$ cat config.mk
export PLATFORM = sky130hd
export DESIGN_NAME = seq_shift_unit
export DESIGN_NICKNAME = d
export VERILOG_FILES = /design/src/rtl/seq_shift_unit.sv
export SDC_FILE = /design/constraint.sdc
export NUM_CORES = 1
export LEC_CHECK = 0
export CORE_ASPECT_RATIO = 1.2
export CORE_MARGIN = 3
export CORE_UTILIZATION = 53
export DETAILED_ROUTE_END_ITERATION = 16
export PLACE_DENSITY = 0.83
export SKIP_CTS_REPAIR_TIMING = 1
export SLEW_MARGIN = 5
export SYNTH_ARGS = -nofsm -noshare
export SYNTH_HDL_FRONTEND = slang
export SYNTH_SLANG_ARGS = --single-unit
$ cat constraint.sdc
create_clock -name clk -period 2.59 [get_ports clk]
set_input_delay 0.6475 -clock clk [delete_from_list [all_inputs] [get_ports clk]]
set_output_delay 0.6475 -clock clk [all_outputs]
set_load 0.05 [all_outputs]
$ cat src/rtl/seq_shift_unit.sv
// Multi-cycle shifter: one bit position per clock, with start/ready accept and a one-cycle done pulse.
// Supports SRL, SLL, SRA and ROR. dataout, cout and zero update only on the edge that enters DONE.
module seq_shift_unit #(
  parameter int N  = 8,
  parameter int SW = 3
) (
  input  logic          clk,
  input  logic          rst_n,
  input  logic          start,
  input  logic [N-1:0]  dataa,
  input  logic [SW-1:0] shamt,
  input  logic [1:0]    mode,
  output logic          ready,
  output logic          done,
  output logic [N-1:0]  dataout,
  output logic          zero,
  output logic          cout
);

  // CW must hold a count of N; KW must hold both shamt and N for comparison.
  localparam int CW = $clog2(N + 1);
  localparam int KW = (SW > CW) ? SW : CW;

  localparam logic [1:0] MODE_SRL = 2'b00;
  localparam logic [1:0] MODE_SLL = 2'b01;
  localparam logic [1:0] MODE_SRA = 2'b10;
  localparam logic [1:0] MODE_ROR = 2'b11;

  typedef enum logic [1:0] {
    S_IDLE  = 2'b00,
    S_SHIFT = 2'b01,
    S_DONE  = 2'b10
  } state_t;

  state_t        r_state;
  state_t        w_state_nxt;
  logic [CW-1:0] r_cnt;
  logic [N-1:0]  r_sh;
  logic [1:0]    r_mode;
  logic [N-1:0]  r_dataout;
  logic          r_cout;

  logic          w_accept;
  logic          w_last_step;
  logic [KW-1:0] w_shamt_ext;
  logic [CW-1:0] w_k;
  logic [N-1:0]  w_sh_nxt;
  logic          w_out_bit;

  assign w_shamt_ext = KW'(shamt);
  assign w_accept    = (r_state == S_IDLE) && start;
  assign w_last_step = (r_state == S_SHIFT) && (r_cnt == CW'(1));

  // Rotates wrap modulo N; the other modes saturate at N steps.
  always_comb begin
    w_k = '0;
    if (mode == MODE_ROR) begin
      w_k = CW'(w_shamt_ext % KW'(N));
    end else if (w_shamt_ext >= KW'(N)) begin
      w_k = CW'(N);
    end else begin
      w_k = CW'(w_shamt_ext);
    end
  end

  always_comb begin
    w_sh_nxt  = r_sh;
    w_out_bit = 1'b0;
    case (r_mode)
      MODE_SRL: begin
        w_sh_nxt  = {1'b0, r_sh[N-1:1]};
        w_out_bit = r_sh[0];
      end
      MODE_SLL: begin
        w_sh_nxt  = {r_sh[N-2:0], 1'b0};
        w_out_bit = r_sh[N-1];
      end
      MODE_SRA: begin
        w_sh_nxt  = {r_sh[N-1], r_sh[N-1:1]};
        w_out_bit = r_sh[0];
      end
      MODE_ROR: begin
        w_sh_nxt  = {r_sh[0], r_sh[N-1:1]};
        w_out_bit = r_sh[0];
      end
      default: begin
        w_sh_nxt  = r_sh;
        w_out_bit = 1'b0;
      end
    endcase
  end

  always_ff @(posedge clk or negedge rst_n) begin
    if (!rst_n) begin
      r_state <= S_IDLE;
    end else begin
      r_state <= w_state_nxt;
    end
  end

  always_comb begin
    w_state_nxt = r_state;
    ready       = 1'b0;
    done        = 1'b0;
    case (r_state)
      S_IDLE: begin
        ready = 1'b1;
        if (start) begin
          w_state_nxt = (w_k == '0) ? S_DONE : S_SHIFT;
        end
      end
      S_SHIFT: begin
        if (r_cnt == CW'(1)) begin
          w_state_nxt = S_DONE;
        end
      end
      S_DONE: begin
        done        = 1'b1;
        w_state_nxt = S_IDLE;
      end
      default: begin
        w_state_nxt = S_IDLE;
      end
    endcase
  end

  // Result registers move only when DONE is entered, so an aborted run leaves them untouched.
  always_ff @(posedge clk or negedge rst_n) begin
    if (!rst_n) begin
      r_sh      <= '0;
      r_mode    <= MODE_SRL;
      r_cnt     <= '0;
      r_dataout <= '0;
      r_cout    <= 1'b0;
    end else if (w_accept) begin
      r_sh   <= dataa;
      r_mode <= mode;
      r_cnt  <= w_k;
      if (w_k == '0) begin
        r_dataout <= dataa;
        r_cout    <= 1'b0;
      end
    end else if (r_state == S_SHIFT) begin
      r_sh  <= w_sh_nxt;
      r_cnt <= r_cnt - CW'(1);
      if (w_last_step) begin
        r_dataout <= w_sh_nxt;
        r_cout    <= w_out_bit;
      end
    end
  end

  assign dataout = r_dataout;
  assign cout    = r_cout;
  assign zero    = (r_dataout == '0);

endmodule
**After elaboration in Yosys (flattened, before gate mapping)**

Cells that the tools add are included.

- Equality and inequality tests: 10
- Magnitude comparators: 1
- Add/subtract/negate cells: 1
- Reductions and logical operators: 11
- Mux-type cells: 22

Operator list:

| operator | count |
|---|---|
| $mux W8 | 6 |
| $pmux W8 S4 | 1 |
| $mux W4 | 4 |
| $eq A2 B2 Y1 const B | 4 |
| $logic_not A8 Y1 | 1 |
| $mux W1 | 6 |
| $mux W2 | 3 |
| $eq A2 B1 Y1 const B | 2 |
| $eq A4 B1 Y1 const B | 1 |
| $ge A3 B4 Y1 const B | 1 |
| $logic_not A2 Y1 | 2 |
| $logic_not A4 Y1 | 1 |
| $ne A2 B1 Y1 const B | 2 |
| $pmux W2 S2 | 1 |
| $reduce_bool A2 Y1 | 2 |
| $sub A4 B1 Y4 const B | 1 |
| $reduce_and A3 Y1 | 1 |
| $reduce_or A3 Y1 | 1 |
| $logic_and A1 B1 Y1 | 2 |
| $ne A2 B2 Y1 const B | 1 |
| $pmux W1 S2 | 1 |
| $reduce_and A2 Y1 | 1 |

- Word-level logic and storage cells: 51
- Output and inout bits: 12
- Input port bits: 16
- Flip-flop bits (word level): 25

**Depth between registers and ports, before layout**

Gate-level depths: netlist of the first run.

- Depth after elaboration: 7
- Depth in mapped cells: 6
- Depth with buffers taken out: 6

**Worst setup path after synthesis of the first run**

OpenSTA, ideal clock, no wires.

- Path type: register -> output
- From: register r_dataout[5] (netlist: dataout[5])
- To: output port zero
- Arrival: 1.790 ns
- Data required time: 1.942 ns
- Cell stages (with the launch flop): 3
- Setup slack: 0.153 ns
- Cell sequence: dfrtp_1 > or4_1 > nor2_1

- Longest elaborated chain between the ends: 1

Ends and longest elaborated chain:

| what | line | RTL |
|---|---|---|
| from (decl) | 40 | `logic [N-1:0] r_dataout;` |
| from (signal assigned) | 140 | `r_dataout <= dataa;` |
| from (signal assigned) | 147 | `r_dataout <= w_sh_nxt;` |
| $logic_not A8 Y1 | 155 | `assign zero = (r_dataout == '0);` |
| to (decl) | 16 | `output logic zero,` |

No other way between the ends.

**Worst setup path in the final report of the first run**

- From: register r_state[0]
- To: output port ready

- Longest elaborated chain between the ends: 2

Ends and longest elaborated chain:

| what | line | RTL |
|---|---|---|
| from (decl) | 35 | `state_t r_state;` |
| from (signal assigned) | 97 | `r_state <= w_state_nxt;` |
| $logic_not A2 Y1 | 105 | `case (r_state)` |
| $mux W1 | 105 |  |
| to (decl) | 13 | `output logic ready,` |

No other way between the ends.

==> flow_metrics.env, run 1 <==
export IMPL_worst_path_largest_cell_delay_ps=820
export IMPL_slew_violations=0
export IMPL_synth_simple_gate_area_frac=0.170
export IMPL_num_antenna_cells=0
export IMPL_min_period_over_period=0.965
export IMPL_ys_dominant_reg_cell="dfrtp_1"
export IMPL_synth_compound_area_frac=0.101
export IMPL_cts_buffers=3
export IMPL_antenna_found_initial=0
export IMPL_cts_clk_slew_worst_paths_ps=130
export IMPL_area_growth_pct=26.0
export IMPL_vias_per_cell=5.49
export IMPL_first_pass_iters=4
export IMPL_r2r_start="r_cnt[1]"
export IMPL_hold_viol=0
export IMPL_rrSetupSlack_ps=750
export IMPL_hold_class="flip-flop to flip-flop"
export IMPL_io_buffers=27
export IMPL_timing_slew_headroom=0.655
export IMPL_path_depth=2
export IMPL_totalWireLength_um=2590
export IMPL_gp_congestion=0.784
export IMPL_syn_num_nets=138
export IMPL_synth_edff_count=0
export IMPL_synthMuxAreaShare=0.187
export IMPL_peakVddDrop_v=0.000958
export IMPL_worst_clock_skew_ps=4.99
export IMPL_leakagePower_nw=0.702
export IMPL_power_density_nw_per_um2=1280
export IMPL_grt_use_total=0.199
export IMPL_grt_max_degree=26
export IMPL_first_global_vias=1030
export IMPL_netlist_top_cells_area="dfrtp_1 48%, mux2_1 6.1%, mux2_2 6.1%"
export IMPL_synth_area_per_cell_sq_um=10.7
export IMPL_synth_commonest_cells="25 x dfrtp_1, 17 x nand2_1, 14 x o21ai_0"
export IMPL_grt_pass1_wl_um=4560
export IMPL_synth_xor_area_share=0.00679
export IMPL_drive_above_1_share=0.128
export IMPL_critical_path_endpoint_type="primary output"
export IMPL_worstRegToRegCells=6
export IMPL_synth_top_area_frac=0.485
export IMPL_cpLargestDelayFamily="buffers and inverters"
export IMPL_crit_buf_inv=1
export IMPL_wl_per_cell_um=14.5
export IMPL_cts_sinks=25
export IMPL_required_ps=1940
export IMPL_nets=167
export IMPL_fin_setup_tns_ps=0
export IMPL_die_x_um=51.0
export IMPL_dp_hpwl_um=2030
export IMPL_tightestPinTransition_ps=516
export IMPL_overflow=0
export IMPL_hold_path_depth=1
export IMPL_min_delay_start="r_cnt[3]"
export IMPL_core_area_sq_um=2180
export IMPL_seq_area_frac_synth=0.485
export IMPL_die_h_um=60.0
export IMPL_die_area_sq_um=3060
export IMPL_async_reset_ff_frac=1.00
export IMPL_slowest_stage="clkdlybuf4s50_1"
export IMPL_finalCriticalPeriod_ps=2500
export IMPL_min_to="r_cnt[3]"
export IMPL_synth_seq_cells=25
export IMPL_maxCapViolCount=0
export IMPL_synthDistinctLibCells=29
export IMPL_cp_start_kind="flip-flop"
export IMPL_crit_path_cell_trace="nor2_1 -> clkdlybuf4s50_1"
export IMPL_fmax_ghz=0.400
export IMPL_met1_length_um=1060
export IMPL_highest_layer="met4"
export IMPL_syn_inst=120
export IMPL_dr_first_iter_drc_count=16
export IMPL_antenna_left=0
export IMPL_rows=18
export IMPL_power_mw=2.08
export IMPL_synthAdderAreaFrac=0.0194
export IMPL_initial_core_util=0.590
export IMPL_synth_warnings=0
export IMPL_worst_setup_path_type="flip-flop to primary output"
export IMPL_yosysTopAreaCell="dfrtp_1"
export IMPL_rsz0062_at_grt="false"
export IMPL_synth_most_common_cell="dfrtp_1"
export IMPL_synth_top_family_by_area="multiplexers"
export IMPL_ctsLongestPathBuffers=2
export IMPL_remaining_drc_errors=0
export IMPL_vias=977
export IMPL_crit_arrival_ps=1850
export IMPL_clk_latency_ps=320
export IMPL_status="finished clean"
export IMPL_root_buffer="clkbuf_4"
export IMPL_dr_wl_met2_um=1400
export IMPL_cp_max_fo=10
export IMPL_r2r_end="dataout[1]"
export IMPL_io_pins=28
export IMPL_cts_tree="yes"
export IMPL_finalCoreUtilization=0.744
export IMPL_synth_area_sq_um=1290
export IMPL_finalSetupViolations=0
export IMPL_met3_length_um=98
export IMPL_h_tree_depth=1
## worst register-to-register path, cell delays in order, from the launching register on
cell,delay [ps]
dfrtp_1,410
inv_1,100
ha_1,140
nor3b_1,320
mux2i_2,230
nor2_8,200
mux2_1,340
## how the worst max path moves through the flow
| stage | from | to | slack (ps) |
|---|---|---|---|
| finish | r_state[0] | ready | 90 |
| CTS | r_state[0] | ready | 90 |
| global placement | start | dataout[3] | 180 |
| detailed placement | start | dataout[1] | 120 |
| global route | r_state[0] | ready | 40 |
| floorplan | dataout[5] | zero | 150 |
## routing by layer
metal	GRT usage	vias to the layer above
li1	-	480
met1	0.231	474
met2	0.378	18
met3	0.0274	5
met4	0.0577	0
met5	0	-
## state kept, by name, summed over array words and instances, names as in the netlist
signal and count:
dataout 8, r_sh 8, r_cnt 4, r_mode 2, r_state 2, cout 1
## cells in the final DEF (no fill, tap or decap), types with 2 or more instances in the layout
cell type,Yosys,layout
buf_4,1,3
ha_1,2,2
nor2b_1,2,2
nor3b_1,3,3
mux2_2,7,7
nand2b_1,2,2
inv_1,2,2
nor2_1,6,6
mux2i_1,7,7
clkbuf_4,0,3
or4_1,3,3
dfrtp_1,25,25
a21oi_1,4,4
nand2_1,17,17
o21ai_0,14,14
clkdlybuf4s50_1,0,26
mux2_1,7,7
## final cells by class
class,instances,area (sq um)
well taps,30,37.5
multi-input cells,87,624
clock buffers,3,22.5
repair buffers,30,303
flip-flops and latches,25,626
fillers,162,559
clock inverters,1,5.00
inverters,2,7.51
## stage by stage
step | hold slack [ps] | setup slack, ps | instances | cell area [sq um]
6_report | 509 | 90.6 | 178 | 1630
5_1_grt | 528 | 36.0 | 178 | 1630
4_1_cts | 513 | 89.3 | 178 | 1630
3_5_place_dp | 494 | 120 | 174 | 1600
3_3_place_gp | 486 | 177 | 174 | 1600
2_1_floorplan | 352 | 153 | 120 | 1290
## kinds of logic after synthesis
logic type | count (synthesis)
compound gates | 23
flops | 25
buf+inv | 8
xor+xnor | 1
simple gates | 39
mux | 22
fa+ha+maj | 2
## report_power, final
group,internal [mW],switching [mW],total [mW],leakage (nW)
clock,0.0578,0.114,0.172,0.0177
sequential,0.568,0.161,0.729,0.315
combinational,0.497,0.684,1.18,0.370
total,1.12,0.959,2.08,0.702
Power figures use the tool's default switching activity.
==> run 2: changes to the inputs <==
Settings changed: TNS_END_PERCENT set to 1.
==> results of run 2 <==
Final layout, timing and power as in run 1 (identical DEF).
==> run 3: changes to the inputs <==
Settings changed: CORE_MARGIN 3 to unset.
==> run 3 against run 2 <==
  * Sequential share of layout area is 0.18 points lower
  * Worst setup slack better by 33 ps
  * Critical path depth stayed put
  * Cell area is 0.46% higher
  * Cell count is 1.1% higher
  * Flip-flop and latch count stayed put
  * Critical endpoint unchanged
==> flow_metrics.env, run 3 (synthesized netlist as in run 1, its figures left out) <==
export IMPL_design_area_sq_um=1630
export IMPL_fin_setup_tns_ps=0
export IMPL_hold_class="flip-flop to flip-flop"
export IMPL_power_mw=2.09
export IMPL_worst_setup_path_type="flip-flop to primary output"
export IMPL_most_common_layout_cells="26 x clkdlybuf4s50_1, 25 x dfrtp_1, 17 x nand2_1"
export IMPL_worst_clock_skew_ps=1.35
export IMPL_cts_sinks=25
export IMPL_worst_hold_slack_ps=517
export IMPL_slew_violations=0
export IMPL_rsz0062_at_grt="false"
export IMPL_vias=976
export IMPL_io_buffers=27
export IMPL_timing_slew_headroom=0.660
export IMPL_antenna_left=0
export IMPL_peakVddDrop_v=0.00104
export IMPL_remaining_drc_errors=0
export IMPL_crit_arrival_ps=1820
export IMPL_min_delay_start="r_cnt[3]"
export IMPL_cp_start_kind="flip-flop"
export IMPL_worstRegToRegCells=7
export IMPL_totalWireLength_um=2640
export IMPL_overflow=0
export IMPL_critical_path_endpoint_type="primary output"
export IMPL_die_x_um=47.0
export IMPL_rrSetupSlack_ps=710
export IMPL_tightestPinTransition_ps=508
export IMPL_min_period_over_period=0.952
export IMPL_first_global_vias=999
export IMPL_die_h_um=56.0
export IMPL_cts_clk_slew_worst_paths_ps=130
export IMPL_wl_per_cell_um=14.7
export IMPL_hold_viol=0
export IMPL_gp_congestion=0.782
export IMPL_ctsLongestPathBuffers=2
export IMPL_io_pins=28
export IMPL_grt_pass1_wl_um=4320
export IMPL_h_tree_depth=1
export IMPL_cp_max_fo=10
export IMPL_dr_first_iter_drc_count=16
export IMPL_finalCriticalPeriod_ps=2470
export IMPL_grt_max_degree=26
export IMPL_cts_buffers=3
export IMPL_core_area_sq_um=2310
export IMPL_dp_slack_ps=214
export IMPL_finalSetupViolations=0
export IMPL_dp_cells=176
export IMPL_num_antenna_cells=0
export IMPL_power_density_nw_per_um2=1280
export IMPL_min_to="r_cnt[3]"
export IMPL_root_buffer="clkbuf_4"
export IMPL_initial_core_util=0.559
export IMPL_maxCapViolCount=0
export IMPL_antenna_found_initial=0
export IMPL_status="finished clean"
export IMPL_post_dp_cell_area_sq_um=1610
export IMPL_die_area_sq_um=2640
export IMPL_fmax_ghz=0.405
export IMPL_leakagePower_nw=0.704
export IMPL_cts_tree="yes"
export IMPL_drive_above_1_share=0.128
export IMPL_setup_ws_ps=124
export IMPL_r2r_start="r_cnt[1]"
export IMPL_layout_commonest_cell="clkdlybuf4s50_1"
export IMPL_dp_hpwl_um=2030
export IMPL_fill_cells=191
export IMPL_clk_latency_ps=310
export IMPL_area_growth_pct=26.6
export IMPL_hold_path_depth=1
export IMPL_nets=168
export IMPL_first_pass_iters=4
export IMPL_grt_use_total=0.235
export IMPL_required_ps=1940
export IMPL_finalCoreUtilization=0.708
export IMPL_r2r_end="dataout[6]"
export IMPL_vias_per_cell=5.42
export IMPL_layoutNonFillerInstCount=180
export IMPL_rows=19
run 3: worst max path at each step:
stage                     from         end  cells past startpoint
detailed placement       start  dataout[6]                      6
global placement         start  dataout[1]                      6
finish              r_state[0]       ready                      2
CTS                 r_state[0]       ready                      2
floorplan           dataout[5]        zero                      2
global route        r_state[0]       ready                      2
run 3: report_power, final:
| group | leakage [nW] | internal [mW] | switching [mW] |
|---|---|---|---|
| Sequential | 0.315 | 0.568 | 0.157 |
| Clock | 0.0150 | 0.0603 | 0.111 |
| Combinational | 0.374 | 0.504 | 0.686 |
| Total | 0.704 | 1.13 | 0.955 |
run 3: worst max-delay path: stages (launching register included):
cell	delay, ps
dfrtp_1	520
nor2_1	170
clkdlybuf4s50_1	820
run 3: cell type report:
cell class / instances / area (sq um) / share of cell area
clock buffers: 4 / 26.3 / 0.0161
repair buffers: 31 / 310 / 0.190
flip-flops and latches: 25 / 626 / 0.383
multi-input cells: 87 / 624 / 0.382
inverters: 2 / 7.51 / 0.00460
well taps: 31 / 38.8 / 0.0238
run 3: layer usage:
| layer | track usage | routed length, um |
|---|---|---|
| met2 | 0.421 | 1450 |
| met5 | 0 | 0 |
| met4 | 0.110 | 71 |
| met1 | 0.249 | 1030 |
| met3 | 0.0422 | 86 |
==> RTL change 1, RTL diff (flow settings as in run 2) <==
Change the parameter `N` from 8 to 16.
--- a/src/rtl/seq_shift_unit.sv
+++ b/src/rtl/seq_shift_unit.sv
@@ -1,7 +1,7 @@
 // Multi-cycle shifter: one bit position per clock, with start/ready accept and a one-cycle done pulse.
 // Supports SRL, SLL, SRA and ROR. dataout, cout and zero update only on the edge that enters DONE.
 module seq_shift_unit #(
-  parameter int N  = 8,
+  parameter int N  = 16,
   parameter int SW = 3
 ) (
   input  logic          clk,
Ports: changed (resized dataa and dataout); port bits go from 28 to 44. No check against the original RTL was run, so the function may have changed too.
==> RTL change 1 against run 2 <==
Worst setup slack better by 75 ps; sequential cell count up 17; cell area up 67%; hold slack worse by 28 ps; wire length up 85%; cell count up 56%; first-iteration DRC count rose to 7.5 times the old value; via count up 57%; die area up 59%; synthesized cell count up 49%; total power up 89%; area after synthesis up 68%; critical path type unchanged.
==> RTL change 1: results (changes against run 2) <==
[metrics] final antenna diode count: 0 (unchanged)
[metrics] tightest hold margin: 480 ps (-28.2 ps)
[metrics] via count: 1534 (+57%)
[metrics] final HPWL from detailed placement: 3470 um (+71%)
[metrics] top fanout value on the critical path: 6 (-4)
[metrics] largest stage delay on the critical path: 800 ps (-20 ps)
[metrics] Synth Area in Adders: 1.16% (-0.78 points)
[metrics] flop and latch count out of synthesis: 42 (+68%)
[metrics] clock slew at the register clock pins of the worst setup and hold paths: 80 ps (-50 ps)
[metrics] Fillers: 296 (+83%)
[metrics] total number of nets in the final design: 250 (+50%)
[metrics] xor/xnor share of the synthesized area: 0.405% (-0.27 points)
[metrics] outcome: complete, no violations
[metrics] pin count of the biggest net entering global routing: 43 (+65%)
[metrics] async set or reset register ratio after synthesis: 100% (unchanged)
[metrics] global-route wire length before repair: 8130 um (+78%)
[metrics] H-tree depth: 2 (+1)
[metrics] top cells by instance count after synthesis: 42 x sky130_fd_sc_hd__dfrtp_1, 25 x sky130_fd_sc_hd__nand2_1, 21 x sky130_fd_sc_hd__mux2_2
[metrics] number of buffers inserted by port buffering: 43 (+59%)
[metrics] net count of the mapped netlist: 205 (+49%)
[metrics] clock latency reported for the late side of the worst-skew pair: 300 ps (-20 ps)
[metrics] Yosys cell types: 35 (+21%)
[metrics] RePlAce Congestion: 0.804 (+2.5%)
[metrics] iteration count of the initial detailed-routing pass: 4 (unchanged)
[metrics] number of antenna violations at the first check in global routing: 0 (unchanged)
[metrics] arrival time of data at the critical path endpoint: 1780 ps (-70 ps)
[metrics] Seq/Total Area, Yosys: 48.6% (+0.14 points)
[metrics] final clock skew: 5.93 ps (+0.943 ps)
[metrics] Synth area leaders: sky130_fd_sc_hd__dfrtp_1 49%, sky130_fd_sc_hd__mux2_2 11%, sky130_fd_sc_hd__mux2i_1 7.9%
[metrics] static leakage: 0.00114 uW (+62%)
[metrics] clk buf depth: 2 (unchanged)
[metrics] layout cells sized above 1: 22.2% (+9.4 points)
[metrics] Core Footprint: 3780 um2 (+73%)
[metrics] Worst-Margin Slew: 918 ps (+402 ps)
[metrics] Final setup viols: 0 (unchanged)
[metrics] Iter 0 DRT Violations: 120 (+104)
[metrics] switching power summed over all nets: 1740 uW (+81%)
[metrics] fraction of the mapped netlist area in compound gates: 7.87% (-2.2 points)
[metrics] wire length per cell: 17.2 um (+19%)
[metrics] via count of the first global-routing pass: 1670 (+62%)
[metrics] Critical-path top delay cell: sky130_fd_sc_hd__clkdlybuf4s50_1
[metrics] type of the most critical hold path: input port to async pin
[metrics] mux share of post-synthesis cell area: 25.4% (+6.7 points)
[metrics] CTS Root Cell: sky130_fd_sc_hd__clkbuf_8
[metrics] global-route usage over all layers: 21.6% (+1.7 points)
[metrics] VDD IR max: 0.000691 V (-28%)
[metrics] Num CTS Buffers: 5 (+2)
[metrics] internal reg-to-reg setup slack: 770 ps (+20 ps)
[metrics] yosys synthesis warning count: 0 (unchanged)
RTL change 1: changes by cell type after synthesis, moves of 3 or more:
cell and change:
sky130_fd_sc_hd__a21oi_1 -3, sky130_fd_sc_hd__dfrtp_1 +17, sky130_fd_sc_hd__mux2_1 -5, sky130_fd_sc_hd__mux2_2 +14
sky130_fd_sc_hd__mux2_4 +8, sky130_fd_sc_hd__mux2i_1 +10, sky130_fd_sc_hd__nand2_1 +8, sky130_fd_sc_hd__nor4_1 +5
sky130_fd_sc_hd__o21ai_1 +4, sky130_fd_sc_hd__or4_1 -3
RTL change 1: metrics by stage:
| step | instances | instance area [um2] | util, % | power [uW] | setup WS, ps |
|---|---|---|---|---|---|
| 3_3_place_gp | 269 | 2620 | 69.3 | 3410 | 290 |
| 2_1_floorplan | 179 | 2160 | - | 2880 | 576 |
| 6_report | 277 | 2720 | 71.9 | 3930 | 166 |
| 5_1_grt | 277 | 2720 | 71.9 | 4180 | 90.8 |
| 4_1_cts | 277 | 2720 | 71.9 | 3960 | 140 |
| 3_5_place_dp | 269 | 2620 | 69.3 | 3500 | 191 |
RTL change 1: layout make-up:
class,instances,area (um2),share of cell area [%]
Timing Repair Buffer,46,470,17.3
Inverter,3,11.3,0.414
Sequential cell,42,1050,38.7
Clock inverter,2,12.5,0.460
Multi-Input combinational cell,126,1030,37.7
Tap cell,52,65.1,2.39
Clock buffer,6,82.6,3.04
RTL change 1: worst max-delay path: cells and delay by family (launching register included):
family | cells | cell delay [ps]
DFF | 1 | 500
buffers and inverters | 1 | 800
and+or+nand+nor | 1 | 170
RTL change 1: power groups by stage:
| stage | registers (uW) | clock network (uW) | logic [uW] |
|---|---|---|---|
| 2_1_floorplan | 1660 | 0 | 1210 |
| 3_3_place_gp | 1280 | 0 | 2130 |
| 3_5_place_dp | 1300 | 0 | 2200 |
| 4_1_cts | 1290 | 455 | 2210 |
| 5_1_grt | 1340 | 488 | 2350 |
| 6_report | 1300 | 442 | 2190 |
RTL change 1: final timing paths:
| kind | startpoint | to | depth (start not counted) |
|---|---|---|---|
| setup reg to reg | r_cnt[1]$_DFFE_PN0P_ | dataout[11]$_DFFE_PN0P_ | 7 |
| hold reg to reg | r_mode[0]$_DFFE_PN0P_ | r_mode[0]$_DFFE_PN0P_ | 2 |
| hold / removal | rst_n | r_cnt[0]$_DFFE_PN0P_ | 1 |
| min in group clk | r_mode[0]$_DFFE_PN0P_ | r_mode[0]$_DFFE_PN0P_ | 2 |
| max in group asynchronous | rst_n | cout$_DFFE_PN0P_ | 1 |
| setup / recovery | r_state[1]$_DFFE_PN0P_ | done | 2 |
RTL change 1: metal layers:
layer	routed length (um)	up-vias	track usage, %
met5	0	-	0
met2	2500	64	35.7
li1	-	723	-
met3	270	14	5.92
met1	1880	733	25.9
met4	129	0	9.73
==> RTL change 2, RTL diff (config.mk and constraints of run 2) <==
Made on the original files. Add an input register stage for `mode`; this delays it by one clock. The other inputs are not delayed to match.
--- a/src/rtl/seq_shift_unit.sv
+++ b/src/rtl/seq_shift_unit.sv
@@ -32,6 +32,12 @@
     S_DONE  = 2'b10
   } state_t;
 
+  logic [1:0] mode_q;
+
+  always_ff @(posedge clk) begin
+    mode_q <= mode;
+  end
+
   state_t        r_state;
   state_t        w_state_nxt;
   logic [CW-1:0] r_cnt;
@@ -54,7 +60,7 @@
   // Rotates wrap modulo N; the other modes saturate at N steps.
   always_comb begin
     w_k = '0;
-    if (mode == MODE_ROR) begin
+    if (mode_q == MODE_ROR) begin
       w_k = CW'(w_shamt_ext % KW'(N));
     end else if (w_shamt_ext >= KW'(N)) begin
       w_k = CW'(N);
@@ -134,7 +140,7 @@
       r_cout    <= 1'b0;
     end else if (w_accept) begin
       r_sh   <= dataa;
-      r_mode <= mode;
+      r_mode <= mode_q;
       r_cnt  <= w_k;
       if (w_k == '0) begin
         r_dataout <= dataa;
Function: changed (Yosys sat finds a counterexample within 4 cycles, from zero or initial values and one cycle with rst_n low).
==> RTL change 2 against run 2 <==
Fmax increased by 0.10%; cell area grew 3.8%; sequential cell count grew 2; total power up 2.2%; wire length is 12% higher; worst setup slack improved by 2.5 ps; clock power up 6%; area after synthesis increased by 3.2%; largest power group unchanged; highest routed layer unchanged.
==> RTL change 2: results (changes against run 2) <==
[metrics] final HPWL from detailed placement: 2130 um (+4.9%)
[metrics] post-layout instance count excluding filler cells: 184 (+3.4%)
[metrics] total number of nets in the final design: 172 (+3.0%)
[metrics] Synth area leaders: sky130_fd_sc_hd__dfrtp_1 47%, sky130_fd_sc_hd__mux2_1 5.9%, sky130_fd_sc_hd__mux2_2 5.9%
[metrics] Critical Path Source: r_state[1]$_DFFE_PN0P_
[metrics] internal reg-to-reg setup slack: 680 ps (-70 ps)
[metrics] wire length on met3: 102 um (+4.1%)
[metrics] Fillers: 193 (+19%)
[metrics] worst setup slack before clock tree synthesis: 171 ps (+50.8 ps)
[metrics] total area of multi-input combinational cells: 628 um2 (+0.60%)
[metrics] relative max-transition margin: 65.5% (about the same)
[metrics] net count of the mapped netlist: 141 (+2.2%)
[metrics] Multi-Input Combinational: 88 (+1.1%)
[metrics] layout cells sized above 1: 13.1% (+0.23 points)
[metrics] Seq/Total Area, Yosys: 50.0% (+1.5 points)
[metrics] global-route usage over all layers: 20.5% (+0.53 points)
[metrics] static leakage: 0.000741 uW (+5.5%)
[metrics] cells after synthesis: 123 (+2.5%)
[metrics] register fraction of the total cell area: 39.5% (+0.97 points)
[metrics] r2r endpoint: dataout[6]$_DFFE_PN0P_
[metrics] count of clock buffers in the final design: 4 (+1)
[metrics] top fanout value on the critical path: 9 (-1)
[metrics] hold_sp: mode_q[1]$_DFF_P_
[metrics] via count: 1032 (+5.6%)
[metrics] nonclk buf count: 32 (+6.7%)
[metrics] hold path endpoint: r_mode[1]$_DFFE_PN0P_
[metrics] clock slew at the register clock pins of the worst setup and hold paths: 150 ps (+20 ps)
[metrics] worst hold path stage count: 2 (+1)
[metrics] flop and latch count out of synthesis: 27 (+8.0%)
[metrics] outcome: complete, no violations
[metrics] final clock skew: 9.26 ps (+4.27 ps)
[metrics] met2 usage in global routing: 34.9% (-2.8 points)
[metrics] share of the cycle needed by the critical path after routing: 96.4% (-0.097 points)
[metrics] clock-cell share of area: 1.56% (-0.14 points)
[metrics] global-route wire length before repair: 4720 um (+3.5%)
[metrics] VDD IR max: 0.000928 V (-3.1%)
[metrics] wire length on met2: 1530 um (+8.8%)
==> RTL change 2: cell count changes in the layout (fill, tap and decap cells not counted), sizes merged, moves of 2 or more <==
cell / change
buf: +2
dfxtp: +2
nor2: +3
nor3b: -2
==> RTL change 2: cells by family (layout without fill, tap and decap cells) <==
kind of cell | after synthesis | in the layout | synth area share (%)
flip-flops | 27 | 27 | 50.0
buffers and inverters | 8 | 38 | 2.82
multiplexers | 22 | 22 | 18.1
XOR/XNOR | 1 | 1 | 0.658
AND/OR/NAND/NOR | 39 | 39 | 15.7
adder cells (fa/ha/maj) | 2 | 2 | 1.88
AO/OA/AOI/OAI | 24 | 24 | 10.8
==> RTL change 2: report_power, final <==
| group | total (uW) | switching (uW) | internal [uW] | leakage [uW] |
|---|---|---|---|---|
| registers | 770 | 174 | 596 | 0.000331 |
| logic | 1170 | 676 | 499 | 0.000394 |
| clock network | 183 | 122 | 60.3 | 0.0000150 |
